`config.mk`:
```
export PLATFORM = sky130hd
export DESIGN_NAME = sram_port_arbiter_flat
export DESIGN_NICKNAME = d
export VERILOG_FILES = /design/src/rtl/sram_arb_pkg.sv /design/src/rtl/sram_port_arbiter_if.sv /design/src/rtl/rr_arbiter.sv /design/src/rtl/sram_port_arbiter.sv /design/src/flat_wrapper.sv
export SDC_FILE = /design/constraint.sdc
export NUM_CORES = 1
export LEC_CHECK = 0
export ABC_AREA = 0
export BUFFER_PORTS_ARGS = -buffer_cell sky130_fd_sc_hd__buf_4
export CORE_ASPECT_RATIO = 0.9
export CORE_UTILIZATION = 40
export CTS_CLUSTER_DIAMETER = 40
export CTS_CLUSTER_SIZE = 8
export DETAILED_ROUTE_END_ITERATION = 8
export PLACE_DENSITY = 0.75
export SLEW_MARGIN = 5
export SYNTH_ARGS = -nofsm -noshare
export SYNTH_HDL_FRONTEND = slang
export SYNTH_SLANG_ARGS = --single-unit
```
`constraint.sdc`:
```
create_clock -name clk -period 3.35 [get_ports clk]
set_input_delay 0.67 -clock clk [delete_from_list [all_inputs] [get_ports clk]]
set_output_delay 0.67 -clock clk [all_outputs]
set_load 0.01 [all_outputs]
```
`src/rtl/sram_arb_pkg.sv`:
```
// Shared constants and the read-return tag type for the SRAM port arbiter.
// Optional build macro used by this block: SRAM_ARB_WR_FWD_EN.
package sram_arb_pkg;

    localparam int DEF_NUM_PORTS  = 4;
    localparam int DEF_ADDR_WIDTH = 14;
    localparam int DEF_DATA_WIDTH = 16;
    localparam int PORT_ID_W      = $clog2(DEF_NUM_PORTS);

    // One stage of the read-return pipeline: which requester owns the data.
    typedef struct packed {
        logic                     valid;
        logic [DEF_NUM_PORTS-1:0] port_oh;
    } rd_tag_t;

    localparam rd_tag_t RD_TAG_IDLE = '{valid: 1'b0, port_oh: '0};

endpackage

```
`src/rtl/sram_port_arbiter_if.sv`:
```
// Requester-side handshake and SRAM-side command bundle for sram_port_arbiter.
// master = requesters plus SRAM macro, slave = the arbiter.
interface sram_port_arbiter_if
    import sram_arb_pkg::*;
#(
    parameter int NUM_PORTS  = DEF_NUM_PORTS,
    parameter int ADDR_WIDTH = DEF_ADDR_WIDTH,
    parameter int DATA_WIDTH = DEF_DATA_WIDTH
);

    logic [NUM_PORTS-1:0]            wr_req;
    logic [NUM_PORTS*ADDR_WIDTH-1:0] wr_addr;
    logic [NUM_PORTS*DATA_WIDTH-1:0] wr_data;
    logic [NUM_PORTS-1:0]            wr_gnt;
    logic [NUM_PORTS-1:0]            rd_req;
    logic [NUM_PORTS*ADDR_WIDTH-1:0] rd_addr;
    logic [NUM_PORTS-1:0]            rd_gnt;
    logic [NUM_PORTS-1:0]            rd_vld;
    logic [DATA_WIDTH-1:0]           rd_data;
    logic                            sram_wr_en;
    logic [ADDR_WIDTH-1:0]           sram_wr_addr;
    logic [DATA_WIDTH-1:0]           sram_din;
    logic                            sram_rd_en;
    logic [ADDR_WIDTH-1:0]           sram_rd_addr;
    logic [DATA_WIDTH-1:0]           sram_dout;

    modport master (
        output wr_req, wr_addr, wr_data, rd_req, rd_addr, sram_dout,
        input  wr_gnt, rd_gnt, rd_vld, rd_data,
        input  sram_wr_en, sram_wr_addr, sram_din, sram_rd_en, sram_rd_addr
    );

    modport slave (
        input  wr_req, wr_addr, wr_data, rd_req, rd_addr, sram_dout,
        output wr_gnt, rd_gnt, rd_vld, rd_data,
        output sram_wr_en, sram_wr_addr, sram_din, sram_rd_en, sram_rd_addr
    );

endinterface

```
`src/rtl/rr_arbiter.sv`:
```
// Round-robin arbiter: grants the first requester at or after the pointer,
// then moves the pointer just past the winner; holds it when idle.
module rr_arbiter #(
    parameter int N = 4
) (
    input  logic         clk,
    input  logic         rst,
    input  logic [N-1:0] req,
    output logic [N-1:0] gnt
);

    localparam int PW = (N > 1) ? $clog2(N) : 1;

    logic [PW-1:0] ptr_q;
    logic [PW-1:0] ptr_d;
    logic [PW-1:0] sel;
    logic          found;

    always_comb begin
        // NOTE: every output of this block gets a default first, so no path infers a latch.
        gnt   = '0;
        ptr_d = ptr_q;
        sel   = '0;
        found = 1'b0;
        for (int i = 0; i < N; i++) begin
            sel = PW'((int'(ptr_q) + i) % N);
            if (req[sel] && !found) begin
                gnt[sel] = 1'b1;
                ptr_d    = PW'((int'(sel) + 1) % N);
                found    = 1'b1;
            end
        end
    end

    always_ff @(posedge clk or posedge rst) begin
        // NOTE: sequential state uses non-blocking assignments only.
        if (rst) ptr_q <= '0;
        else     ptr_q <= ptr_d;
    end

endmodule

```
`src/rtl/sram_port_arbiter.sv`:
```
// Shares one packet-buffer SRAM between NUM_PORTS requesters with independent
// round-robin write/read channels; define SRAM_ARB_WR_FWD_EN for same-cycle write forwarding.
module sram_port_arbiter
    import sram_arb_pkg::*;
#(
    parameter int NUM_PORTS  = DEF_NUM_PORTS,
    parameter int ADDR_WIDTH = DEF_ADDR_WIDTH,
    parameter int DATA_WIDTH = DEF_DATA_WIDTH
) (
    input  logic clk,
    input  logic rst,
    sram_port_arbiter_if.slave bus
);

    logic [NUM_PORTS-1:0]  wr_gnt;
    logic [NUM_PORTS-1:0]  rd_gnt;
    logic [ADDR_WIDTH-1:0] wr_addr_sel;
    logic [DATA_WIDTH-1:0] wr_data_sel;
    logic [ADDR_WIDTH-1:0] rd_addr_sel;

    logic                  wr_en_q;
    logic [ADDR_WIDTH-1:0] wr_addr_q;
    logic [DATA_WIDTH-1:0] din_q;
    logic                  rd_en_q;
    logic [ADDR_WIDTH-1:0] rd_addr_q;
    rd_tag_t               tag_s1;
    rd_tag_t               tag_s2;
    logic [DATA_WIDTH-1:0] rd_data_q;
    logic [DATA_WIDTH-1:0] ret_data;

    rr_arbiter #(.N(NUM_PORTS)) u_wr_arb (
        .clk (clk),
        .rst (rst),
        .req (bus.wr_req),
        .gnt (wr_gnt)
    );

    rr_arbiter #(.N(NUM_PORTS)) u_rd_arb (
        .clk (clk),
        .rst (rst),
        .req (bus.rd_req),
        .gnt (rd_gnt)
    );

    // Grants are one-hot, so the winner's fields can be OR-selected.
    always_comb begin
        wr_addr_sel = '0;
        wr_data_sel = '0;
        rd_addr_sel = '0;
        for (int i = 0; i < NUM_PORTS; i++) begin
            if (wr_gnt[i]) begin
                wr_addr_sel = bus.wr_addr[i*ADDR_WIDTH +: ADDR_WIDTH];
                wr_data_sel = bus.wr_data[i*DATA_WIDTH +: DATA_WIDTH];
            end
            if (rd_gnt[i]) rd_addr_sel = bus.rd_addr[i*ADDR_WIDTH +: ADDR_WIDTH];
        end
    end

    always_ff @(posedge clk or posedge rst) begin
        if (rst) begin
            wr_en_q   <= 1'b0;
            wr_addr_q <= '0;
            din_q     <= '0;
            rd_en_q   <= 1'b0;
            rd_addr_q <= '0;
            tag_s1    <= RD_TAG_IDLE;
            tag_s2    <= RD_TAG_IDLE;
            rd_data_q <= '0;
        end else begin
            wr_en_q   <= |wr_gnt;
            wr_addr_q <= wr_addr_sel;
            din_q     <= wr_data_sel;
            rd_en_q   <= |rd_gnt;
            rd_addr_q <= rd_addr_sel;
            tag_s1    <= '{valid: |rd_gnt, port_oh: rd_gnt};
            tag_s2    <= tag_s1;
            if (tag_s2.valid) rd_data_q <= ret_data;
        end
    end

`ifdef SRAM_ARB_WR_FWD_EN
    logic                  fwd_q;
    logic [DATA_WIDTH-1:0] fwd_data_q;

    // The macro reads before it writes, so a same-cycle hit takes the write data instead.
    always_ff @(posedge clk or posedge rst) begin
        if (rst) begin
            fwd_q      <= 1'b0;
            fwd_data_q <= '0;
        end else begin
            fwd_q      <= wr_en_q && rd_en_q && (wr_addr_q == rd_addr_q);
            fwd_data_q <= din_q;
        end
    end

    assign ret_data = fwd_q ? fwd_data_q : bus.sram_dout;
`else
    assign ret_data = bus.sram_dout;
`endif

    assign bus.wr_gnt       = wr_gnt;
    assign bus.rd_gnt       = rd_gnt;
    assign bus.rd_vld       = tag_s2.valid ? tag_s2.port_oh : '0;
    assign bus.rd_data      = tag_s2.valid ? ret_data : rd_data_q;
    assign bus.sram_wr_en   = wr_en_q;
    assign bus.sram_wr_addr = wr_addr_q;
    assign bus.sram_din     = din_q;
    assign bus.sram_rd_en   = rd_en_q;
    assign bus.sram_rd_addr = rd_addr_q;

endmodule

```
`src/flat_wrapper.sv`:
```
// flat-port wrapper written by rule: the top's interface ports become plain ports
module sram_port_arbiter_flat import sram_arb_pkg::*;
#(
    parameter int NUM_PORTS  = DEF_NUM_PORTS,
    parameter int ADDR_WIDTH = DEF_ADDR_WIDTH,
    parameter int DATA_WIDTH = DEF_DATA_WIDTH
)
  (clk, rst, bus_wr_req, bus_wr_addr, bus_wr_data, bus_rd_req, bus_rd_addr, bus_sram_dout, bus_wr_gnt, bus_rd_gnt, bus_rd_vld, bus_rd_data, bus_sram_wr_en, bus_sram_wr_addr, bus_sram_din, bus_sram_rd_en, bus_sram_rd_addr);
  sram_port_arbiter_if #(.NUM_PORTS(NUM_PORTS), .ADDR_WIDTH(ADDR_WIDTH), .DATA_WIDTH(DATA_WIDTH)) bus_i ();
  input  logic clk;
  input  logic rst;
  input wire logic [$bits(bus_i.wr_req)-1:0] bus_wr_req;
  input wire logic [$bits(bus_i.wr_addr)-1:0] bus_wr_addr;
  input wire logic [$bits(bus_i.wr_data)-1:0] bus_wr_data;
  input wire logic [$bits(bus_i.rd_req)-1:0] bus_rd_req;
  input wire logic [$bits(bus_i.rd_addr)-1:0] bus_rd_addr;
  input wire logic [$bits(bus_i.sram_dout)-1:0] bus_sram_dout;
  output wire logic [$bits(bus_i.wr_gnt)-1:0] bus_wr_gnt;
  output wire logic [$bits(bus_i.rd_gnt)-1:0] bus_rd_gnt;
  output wire logic [$bits(bus_i.rd_vld)-1:0] bus_rd_vld;
  output wire logic [$bits(bus_i.rd_data)-1:0] bus_rd_data;
  output wire logic [$bits(bus_i.sram_wr_en)-1:0] bus_sram_wr_en;
  output wire logic [$bits(bus_i.sram_wr_addr)-1:0] bus_sram_wr_addr;
  output wire logic [$bits(bus_i.sram_din)-1:0] bus_sram_din;
  output wire logic [$bits(bus_i.sram_rd_en)-1:0] bus_sram_rd_en;
  output wire logic [$bits(bus_i.sram_rd_addr)-1:0] bus_sram_rd_addr;
  assign bus_i.wr_req = bus_wr_req;
  assign bus_i.wr_addr = bus_wr_addr;
  assign bus_i.wr_data = bus_wr_data;
  assign bus_i.rd_req = bus_rd_req;
  assign bus_i.rd_addr = bus_rd_addr;
  assign bus_i.sram_dout = bus_sram_dout;
  assign bus_wr_gnt = bus_i.wr_gnt;
  assign bus_rd_gnt = bus_i.rd_gnt;
  assign bus_rd_vld = bus_i.rd_vld;
  assign bus_rd_data = bus_i.rd_data;
  assign bus_sram_wr_en = bus_i.sram_wr_en;
  assign bus_sram_wr_addr = bus_i.sram_wr_addr;
  assign bus_sram_din = bus_i.sram_din;
  assign bus_sram_rd_en = bus_i.sram_rd_en;
  assign bus_sram_rd_addr = bus_i.sram_rd_addr;
  sram_port_arbiter #(.NUM_PORTS(NUM_PORTS), .ADDR_WIDTH(ADDR_WIDTH), .DATA_WIDTH(DATA_WIDTH)) u_core (.clk(clk), .rst(rst), .bus(bus_i));
endmodule
```
==> impl_metrics.ini <==
[logic_synthesis]
syn_avg_cell_area_um2 = 9.56
synth_warnings = 0
syn_nets = 693
synth-simple-area-share_pct = 10.6
synth_flop_cell = dfrtp_1
synthMuxAreaShare_pct = 9.06
synth_fa_ha_area_share_pct = 3.84
synth_compound_area_share_pct = 28.7
synth_edf_count = 0
yosys.area_share.xor_xnor_pct = 0.384
yosysSeqAreaShare_pct = 41.2
yosys_register_bits = 75
synth_top_family_by_area = compound AO/OA/AOI/OAI gates
ys_async_sr_fraction_pct = 100
synth_area_um2 = 4560
ys_types = 58
netlist_instances = 477

[layout]
most-common-layout-cells = buf_4, dfrtp_1, nand2_1
final_common_cell = buf_4
utilization_pct = 65.7
layout-drive-gt1-share_pct = 48.4
fillerInstances = 894
syn2layout_area_growth_pct = 57.8
n_antenna_cell = 0
layout.nets = 961

[placement]
post-place-ws_ns = 0.296
place.gp.congestion = 0.926
dp_hpwl_mm = 13.0
portBuffers = 275

[critical_path]
ff2ff_path_depth = 8
crit_type = flop to output pin
regToRegEndpoint = u_core.bus.sram_wr_addr[1]$_DFF_PP0_
r2r_slack_ns = 0.37
slowest_delay_ns = 0.62
end_kind = output pin
critPathLaunchType = flop
worstReg2RegStart = u_core.u_wr_arb.ptr_q[0]$_DFFE_PP0P_
cp_slowest_cell = mux4_2
path_max_fanout = 8
crit_chain = inv_1 -> ha_4 -> mux4_2 -> and2_4 -> o21ai_2 -> and4_1 -> inv_2 -> buf_4
critical_path_arrival_ns = 2.56
cp.required_ns = 2.68

[sta]
fin_crit_sh_pct = 96.3
fin_tns_setup_ns = 0
relSlewSlack_pct = 36.2
worstMarginPinSlew_ns = 0.957
setup_viol = 0
min_period_ns = 3.23
slew_viol_final = 0
fin_skew_ns = 0.00682
timing.fmax_ghz = 0.310
hold_viol_final = 0
fin_ws_ns = 0.122

[clocking]
clock_path_buffers = 2
cts_sinks = 75
post_cts_buffers = 0
htreeDepth = 3
cts.clk_slew.worst_paths_ns = 0.06
root_buffer = clkbuf_16
cts_tree = done
numCtsBuffers = 9
clkLatencyLatePin_ns = 0.34

[global_routing]
grt_pass1_wl_mm = 25.2
antenna_found_initial = 0
grt_max_degree = 76
grt_usage_pct = 27.9
grt_pass1_vias = 4862
gr-total-overflow = 0

[detailed_routing]
drt_pass1_iterations = 5
vias = 4982
route.detailed.drc = 0
drt_wl_total_mm = 17.4
wire_per_inst_um = 19.3
drt_iter0_drc = 400
via_per_inst = 5.52
ant_nets = 0

[die]
die_area_um2 = 11800
ioPinCount = 276
die_h_um = 103
rows = 36
die_w_um = 115
initial_core_util_pct = 41.7
core_area_um2 = 10900

[pwr]
power_uw = 7730
p_per_area_nw_per_um2 = 1070
worst_ir_drop_vdd_mv = 0.514
p_leak_uw = 0.00338

[min_path]
hold_start = u_core.tag_s1[0]$_DFF_PP0_
min_delay_path_depth = 0
hp-class = flop to flop
holdPathEnd = u_core.tag_s2[0]$_DFF_PP0_

[job]
drv_cap = 0

[status]
status = finished, final reports clean
## metrics by stage
step	hold slack (ns)	std cells	cell area, µm²
global route	0.362	902	7190
floorplan	0.331	477	4580
global placement	0.349	885	6840
CTS	0.363	901	7140
detailed placement	0.349	885	6840
finish	0.359	902	7190
## critical path, delay by kind of cell, from the launching register on
| family | cells | cell delay [ns] |
|---|---|---|
| muxes | 1 | 0.62 |
| and+or+nand+nor | 2 | 0.46 |
| adders and majority gates | 1 | 0.35 |
| DFF | 1 | 0.34 |
| buffers and inverters | 3 | 0.32 |
| AOI/OAI and AO/OA | 1 | 0.14 |
## routing by layer
layer / wire (µm) / track usage [%]
met5: 0 / 0
met3: 1310 / 7.87
met2: 8960 / 49.3
met4: 326 / 8.29
met1: 6780 / 33.2
## state kept, by name, indices dropped and copies added, names as in the netlist
| register | cells |
|---|---|
| u_core.tag_s2 | 5 |
| u_core.rd_data_q | 16 |
| u_core.u_rd_arb.ptr_q | 2 |
| u_core.bus.sram_rd_addr | 14 |
| u_core.bus.sram_wr_addr | 14 |
| u_core.bus.sram_rd_en | 1 |
| u_core.bus.sram_din | 16 |
| u_core.tag_s1 | 4 |
| u_core.bus.sram_wr_en | 1 |
| u_core.u_wr_arb.ptr_q | 2 |
## power breakdown
part           leakage (µW)  switching (µW)  internal, µW
combinational       0.00232            2930          2290
sequential         0.000909             159          1370
clock              0.000150             399           582
## synthesized netlist by cell type (2+ instances only)
library cell | number | area share (%)
mux2i_1 | 3 | 0.66
xnor2_1 | 2 | 0.38
o21ai_1 | 51 | 5.6
inv_2 | 6 | 0.49
a311oi_1 | 14 | 2.7
dfrtp_1 | 75 | 41
and2_1 | 6 | 0.82
nand2_1 | 51 | 4.2
a221oi_1 | 31 | 6.0
nor3_1 | 2 | 0.22
mux2_2 | 20 | 4.9
nor3b_1 | 5 | 0.82
o21ai_0 | 50 | 5.5
o21ai_2 | 3 | 0.58
nor2b_1 | 4 | 0.55
buf_2 | 15 | 1.6
or4_1 | 2 | 0.33
clkbuf_1 | 24 | 2.0
nand3b_1 | 3 | 0.49
o211a_1 | 2 | 0.44
nor2_1 | 7 | 0.58
mux4_2 | 7 | 3.5
a22oi_1 | 4 | 0.66
nor4_1 | 3 | 0.41
a32oi_1 | 2 | 0.38
or3b_1 | 3 | 0.58
a41oi_1 | 14 | 2.7
ha_1 | 14 | 3.8
inv_1 | 23 | 1.9
a21oi_1 | 3 | 0.33
## worst max-delay path by stage
stage	slack (ns)	cells after the start	end	startpoint
after floorplan	0.05	11	bus_rd_gnt[3]	u_core.u_rd_arb.ptr_q[0]$_DFFE_PP0P_
after global placement	0.40	8	u_core.bus.sram_wr_addr[8]$_DFF_PP0_	bus_wr_req[1]
after detailed placement	0.30	8	u_core.bus.sram_wr_addr[1]$_DFF_PP0_	bus_wr_req[1]
after CTS	0.03	8	bus_rd_gnt[1]	u_core.u_rd_arb.ptr_q[1]$_DFFE_PP0P_
after global routing	-0.002	8	bus_rd_gnt[1]	u_core.u_rd_arb.ptr_q[0]$_DFFE_PP0P_
final	0.12	8	bus_rd_gnt[1]	u_core.u_rd_arb.ptr_q[0]$_DFFE_PP0P_
## layout make-up
type,count,area (µm²),share of cell area (%)
multi-input cells,334,2480,34.5
well taps,152,190,2.64
repair buffers,296,2230,31.1
inverters,29,110,1.53
clock inverters,7,75.1,1.04
flip-flops and latches,75,1880,26.1
clock buffers,9,225,3.13
## repair_timing
action | in CTS | in global routing
setup endpoints to repair | 0 | 5
gates resized for setup | 0 | 5
hold buffers | 0 | 0
## kinds of logic after synthesis
family          after synthesis
flops                        75
simple gates                 95
xor+xnor                      2
fa+ha+maj                    14
buf+inv                      69
compound gates              192
mux                          30
Note: power is estimated with default switching activity, not from simulation.
